$ cat src/rtl/sync_fifo_param.sv
// Parametrised single-clock FIFO with occupancy count, programmable almost
// thresholds, synchronous flush and optional first-word-fall-through reads.
module sync_fifo_param #(
  parameter int DATA_W    = 8,
  parameter int DEPTH     = 16,
  parameter int AF_THRESH = DEPTH - 2,
  parameter int AE_THRESH = 2,
  parameter int FWFT      = 0
) (
  input  logic                       clk,
  input  logic                       res,
  input  logic                       flush,
  input  logic                       wr_en,
  input  logic [DATA_W-1:0]          wdata,
  input  logic                       rd_en,
  output logic [DATA_W-1:0]          rdata,
  output logic                       full,
  output logic                       empty,
  output logic                       almost_full,
  output logic                       almost_empty,
  output logic                       overflow,
  output logic                       underflow,
  output logic [$clog2(DEPTH):0]     count
);

  localparam int AW = $clog2(DEPTH);
  localparam int CW = AW + 1;
  localparam logic [CW-1:0] DEPTH_C = CW'(DEPTH);
  localparam logic [CW-1:0] AF_C    = CW'(AF_THRESH);
  localparam logic [CW-1:0] AE_C    = CW'(AE_THRESH);

  logic [DATA_W-1:0] mem [DEPTH];

  logic [AW-1:0] wr_ptr_q, wr_ptr_d;
  logic [AW-1:0] rd_ptr_q, rd_ptr_d;
  logic [CW-1:0] count_q, count_d;
  logic          full_q, empty_q, almost_full_q, almost_empty_q;
  logic          overflow_q, underflow_q;
  logic          wr_accept, rd_accept;

  // Acceptance looks only at registered flags, so a write while full is
  // dropped even when a read frees a slot on the same edge.
  assign wr_accept = wr_en & ~full_q  & ~flush;
  assign rd_accept = rd_en & ~empty_q & ~flush;

  always_comb begin
    wr_ptr_d = wr_ptr_q;
    rd_ptr_d = rd_ptr_q;
    count_d  = count_q;
    if (flush) begin
      wr_ptr_d = '0;
      rd_ptr_d = '0;
      count_d  = '0;
    end else begin
      if (wr_accept) wr_ptr_d = wr_ptr_q + AW'(1);
      if (rd_accept) rd_ptr_d = rd_ptr_q + AW'(1);
      case ({wr_accept, rd_accept})
        2'b10:   count_d = count_q + CW'(1);
        2'b01:   count_d = count_q - CW'(1);
        default: count_d = count_q;
      endcase
    end
  end

  always_ff @(posedge clk or negedge res) begin
    if (!res) begin
      wr_ptr_q       <= '0;
      rd_ptr_q       <= '0;
      count_q        <= '0;
      full_q         <= 1'b0;
      empty_q        <= 1'b1;
      almost_full_q  <= (AF_C == '0);
      almost_empty_q <= 1'b1;
      overflow_q     <= 1'b0;
      underflow_q    <= 1'b0;
    end else begin
      wr_ptr_q       <= wr_ptr_d;
      rd_ptr_q       <= rd_ptr_d;
      count_q        <= count_d;
      full_q         <= (count_d == DEPTH_C);
      empty_q        <= (count_d == '0);
      almost_full_q  <= (count_d >= AF_C);
      almost_empty_q <= (count_d <= AE_C);
      overflow_q     <= ~flush & wr_en & full_q;
      underflow_q    <= ~flush & rd_en & empty_q;
    end
  end

  // Storage is deliberately left out of reset so it maps onto RAM.
  always_ff @(posedge clk) begin
    if (wr_accept) mem[wr_ptr_q] <= wdata;
  end

  generate
    if (FWFT != 0) begin : g_fwft
      assign rdata = empty_q ? '0 : mem[rd_ptr_q];
    end else begin : g_reg_read
      logic [DATA_W-1:0] rdata_q;
      always_ff @(posedge clk or negedge res) begin
        if (!res)          rdata_q <= '0;
        else if (rd_accept) rdata_q <= mem[rd_ptr_q];
      end
      assign rdata = rdata_q;
    end
  endgenerate

  assign full         = full_q;
  assign empty        = empty_q;
  assign almost_full  = almost_full_q;
  assign almost_empty = almost_empty_q;
  assign overflow     = overflow_q;
  assign underflow    = underflow_q;
  assign count        = count_q;

endmodule
$ cat config.mk
export PLATFORM = sky130hd
export DESIGN_NAME = sync_fifo_param
export DESIGN_NICKNAME = d
export VERILOG_FILES = /design/src/rtl/sync_fifo_param.sv
export SDC_FILE = /design/constraint.sdc
export NUM_CORES = 1
export LEC_CHECK = 0
export CAP_MARGIN = 0
export CORE_MARGIN = 8
export CORE_UTILIZATION = 25
export DETAILED_ROUTE_END_ITERATION = 10
export GPL_ROUTABILITY_DRIVEN = 0
export GPL_TIMING_DRIVEN = 0
export MAX_ROUTING_LAYER = met4
export SKIP_LAST_GASP = 1
export SYNTH_ARGS = -nofsm -noshare
export SYNTH_HDL_FRONTEND = slang
export SYNTH_SLANG_ARGS = --single-unit
$ cat constraint.sdc
create_clock -name clk -period 9.4 [get_ports clk]
set_clock_uncertainty 0.2 [all_clocks]
set_input_delay 2.82 -clock clk [delete_from_list [all_inputs] [get_ports clk]]
set_output_delay 2.82 -clock clk [all_outputs]
set_load 0.05 [all_outputs]
==> results.md <==
- For this run, the detailed router's first-pass iteration total came to 5.
- The transition time at the pin with the least slew margin is approximately 1.4 ns.
- The routed wire length per instance is 17.3 um.
- Yosys mapped a number of flops with a built-in enable equal to 128.
- Counting instances in the post-synthesis netlist gives the leading cell types as sky130_fd_sc_hd__edfxtp_1 (128), sky130_fd_sc_hd__nand2_1 (27), sky130_fd_sc_hd__dfrtp_1 (25), sky130_fd_sc_hd__nor2_1 (25), sky130_fd_sc_hd__mux4_2 (24).
- The TritonCTS buffer count is 17.
- The most heavily used metal layer in global routing is met2.
- The initial antenna violation count was 0.
- The cell type with the largest total area after synthesis is sky130_fd_sc_hd__edfxtp_1.
- Global routing used ~9.3% of the available tracks across all layers.
- The pin count of the biggest net entering global routing is 28.
- For this run, global-route usage on met1 was measured as 11.2%.
- The clock period could shrink to 5.89 ns.
- The cell sitting at the root of the clock tree is a sky130_fd_sc_hd__clkbuf_16.
- The final antenna diode count is 0.
- The register area share after synthesis is a little under three quarters.
- The library cell contributing the largest single delay on the critical path is sky130_fd_sc_hd__clkdlybuf4s50_1.
- The met3 usage is about 1.9%.
- Summing the areas of all and, or, nand and nor instances in the mapped netlist gives 7.01% of the synthesized area.
- Clock-pin slew was measured on the worst setup and hold paths at roughly 0.07 ns.
- The number of gates resized after CTS is 0.
- From synthesis to final layout, the design area changed by 20.5%.
- The first global-routing pass estimated about 21 mm of wire.
- The post-detailed-route via-to-cell ratio is between 4 and 5.
- The total leakage power is about 2.5 nW.
- Dividing the final minimum period by the clock period gives between 60% and 70%.
- The I/O pin count is 32.
- From bottom edge to top edge, the die measures around 180 um.
- Of all nets on the critical path, the largest fanout is 4.
- The final net count is between 400 and 500.
- The sequential cell fraction of total power is 46.4%.
- Across the VDD grid, the largest voltage drop is between 0.1 and 0.15 mV.
- Max-cap violations in this run came to 0.
- The first routing iteration left between 200 and 250 violations.
- The layout cell share with drive strength beyond 1 is between 10% and 20%.
- Setup violations remaining at the end of the flow were counted as 0.
- STA classifies the critical path startpoint as a primary input.
- The detailed-route wire length is roughly 13 mm.
- The cell-internal power is roughly 1.2 mW.
- The share of synthesized area in the top cell type comes to 60.5%.
- The gate count after technology mapping is around 380.
- In the post-synthesis netlist, the biggest area contributors are sky130_fd_sc_hd__edfxtp_1 (61%), sky130_fd_sc_hd__dfrtp_1 (9.9%), sky130_fd_sc_hd__mux4_2 (8.5%).
- Summing every instance area after synthesis gives about 0.0063 mm^2.
- The largest family of logic cells by synthesized area is multiplexers.
- For this configuration, the core starts out at a cell density of about a quarter.
- The number of synthesized register bits is between 150 and 200.
- The relative max-transition margin is roughly 7.9%.
- The final number of max-transition violations is 0.
- The type of the worst setup path is primary input to flip-flop.
- Static timing analysis puts the maximum clock frequency at between 150 and 200 MHz.
- For this run the aggregate overflow at the end of global routing stands at 0.
- The warning count from the yosys run is 0.
- The worst setup path is captured at a flip-flop.
- Of the total power, the share spent switching nets is between 20% and 30%.
- The detailed-route via count is between 3000 and 4000.
- The run finished with clean final reports.
- The die covers between 0.03 and 0.04 mm^2.
- The remaining antenna violation count is 0.
- Setup repair after global routing left no endpoint under its margin.
- The synthesized-area fraction occupied by ao, oa, aoi and oai cells is 5.79%.
- The completed layout was analyzed and its total power is roughly 1.7 mW.
- The total half-perimeter wirelength after legalization and detailed placement is roughly 9.3 mm.
- The most used flip-flop cell after synthesis is sky130_fd_sc_hd__edfxtp_1.
- On the worst path, the slowest cell contributes a delay of between 0.5 and 0.6 ns.
- The count of buffers inserted at the top-level ports is 30.
- For this design the total switching power over the nets is about 0.48 mW.
- The number of clock sinks is between 150 and 200.
- The cell with the most instances after synthesis is sky130_fd_sc_hd__edfxtp_1.
- The post-cts hold buffer count is 0.
- The final setup TNS is 0 ns.
- The region available for standard cell placement spans roughly 0.025 mm^2.
- In this run the post-CTS setup repair buffer count came out at 0.
- TritonCTS built the clock tree.
- Multiplexer cells account for 11.3% of the synthesized area.
- The clock latency reported for the late side of the worst-skew pair is about 0.42 ns.
- The post-detailed-placement cell area is between 0.007 and 0.008 mm^2.
- The floorplan has 58 rows.
- The ratio of total power to cell area is ~220 mW/mm^2.
- The number of buffers and inverters on the critical path is 1.
- The count of endpoints failing hold in the final timing report is 0.
- In this run the worst hold path is classified as flip-flop to flip-flop.
- The number of DRC violations after detailed routing is 0.
- The unique cell type count in the Yosys netlist is 46.
- Of the total synthesized cell area, the portion taken by XOR and XNOR cells is roughly 1.2%.
- In this design, the largest share of critical-path delay is due to simple AND/OR/NAND/NOR gates.
- The maximum level of the CTS H-tree is 4.
- The post-synthesis share of cell area spent on full adders, half adders and majority gates is 1.38%.
- Combinational cells account for 16.3% of the total power.
- For the worst setup path, the data arrival time is about 6 ns.
- The worst hold slack is 0.290 ns.
- The mean cell area of the mapped netlist is between 15 and 20 um^2.
- The layout has around 2500 filler cells.
- The via count of the first global-routing pass came to ~3600.
- The die extent in x is about 180 um.
- The net count after synthesis is 399.
- For the worst setup path, the data required time is approximately 9.5 ns.
- The signal on the critical path passes through clkdlybuf4s50_1, or3b_4, nor2_1, xor2_1, ha_1, a21oi_1, nand2_1, a311o_1, or4_4, a21oi_2, nor4b_4.
- The number of buffers on the longest clock path is 2.
- After routing the design area is 0.00765 mm^2.
- For this run, asynchronously set or reset flops after synthesis account for between 15 and 20%.
- The met2 track demand over resource is between 10% and 20%.
- The part of the power in the clock network is a little under two fifths.
-- power groups by stage --
stage | clock network, mW | logic (mW) | registers (mW)
floorplan | 0 | 0.109 | 0.881
global placement | 0 | 0.277 | 0.809
detailed placement | 0 | 0.282 | 0.810
CTS | 0.646 | 0.283 | 0.795
global route | 0.672 | 0.298 | 0.799
finish | 0.637 | 0.280 | 0.794
-- flip-flops by register name, summed over array words and instances, names as in the netlist --
register      flops
almost_empty      1
almost_full       1
count             5
empty             1
full              1
mem             128
overflow          1
rd_ptr_q          4
rdata             8
underflow         1
wr_ptr_q          4
-- cell usage in the layout, fill, tap and decap left out, types with 4 or more instances in the layout --
cell type                         instances
sky130_fd_sc_hd__clkbuf_1                13
sky130_fd_sc_hd__buf_1                    6
sky130_fd_sc_hd__a21oi_1                  4
sky130_fd_sc_hd__inv_1                    4
sky130_fd_sc_hd__buf_2                    4
sky130_fd_sc_hd__clkdlybuf4s50_1         29
sky130_fd_sc_hd__nor2_1                  25
sky130_fd_sc_hd__mux4_2                  24
sky130_fd_sc_hd__nand2b_1                 5
sky130_fd_sc_hd__o221ai_1                16
sky130_fd_sc_hd__clkbuf_16               17
sky130_fd_sc_hd__o21ai_0                 18
sky130_fd_sc_hd__edfxtp_1               128
sky130_fd_sc_hd__nand2_1                 27
sky130_fd_sc_hd__ha_1                     7
sky130_fd_sc_hd__nor3_1                   8
sky130_fd_sc_hd__mux2i_1                 18
sky130_fd_sc_hd__dfrtp_1                 25
sky130_fd_sc_hd__xor2_1                   6
-- layout make-up --
cell class	count	area, um^2	area share (%)
Tap cell	330	413	5.40
Sequential cell	155	4520	59.1
Timing Repair Buffer	33	315	4.12
Multi-Input combinational cell	196	1720	22.5
Inverter	6	27.5	0.360
Buffer	22	100	1.31
Clock inverter	13	110	1.44
Clock buffer	19	443	5.79
-- path summary, 6_finish.rpt --
check | from | to | slack (ns) | cells after the start
setup / recovery | rd_en | full | 3.51 | 11
setup reg to reg | empty | full | 6.06 | 10
max in group asynchronous | res | rd_ptr_q[2] | 6.34 | 1
hold / removal | rdata[0] | rdata[0] | 0.29 | 2
min in group asynchronous | res | wr_ptr_q[0] | 2.22 | 1
hold reg to reg | rdata[0] | rdata[0] | 0.29 | 2
-- through the flow --
step | worst slack, ns | utilization (%) | instances
global placement | 3.19 | 28.2 | 739
CTS | 3.54 | 30.5 | 773
finish | 3.51 | 30.5 | 774
floorplan | 3.73 | - | 379
global route | 3.32 | 30.5 | 774
detailed placement | 3.12 | 28.3 | 741
-- kinds of logic after synthesis --
kind of cell	after synthesis
adders and majority gates	7
DFF	155
xor gates and xnor gates	9
and+or+nand+nor	87
buffers and inverters	28
AOI/OAI and AO/OA	51
muxes	42
-- metal layers --
metal  wire length [um]  vias to the layer above
met2               6850                       79
met1               5900                     1831
li1                   -                     1587
met5                  0                        -
met4                236                        0
met3                386                       16
-- worst min-delay path, cell delays in order (launching register included) --
cell	delay, ns
sky130_fd_sc_hd__dfrtp_1	0.35
sky130_fd_sc_hd__nand2_1	0.05
sky130_fd_sc_hd__o21ai_0	0.06
Power figures use the tool's default switching activity.
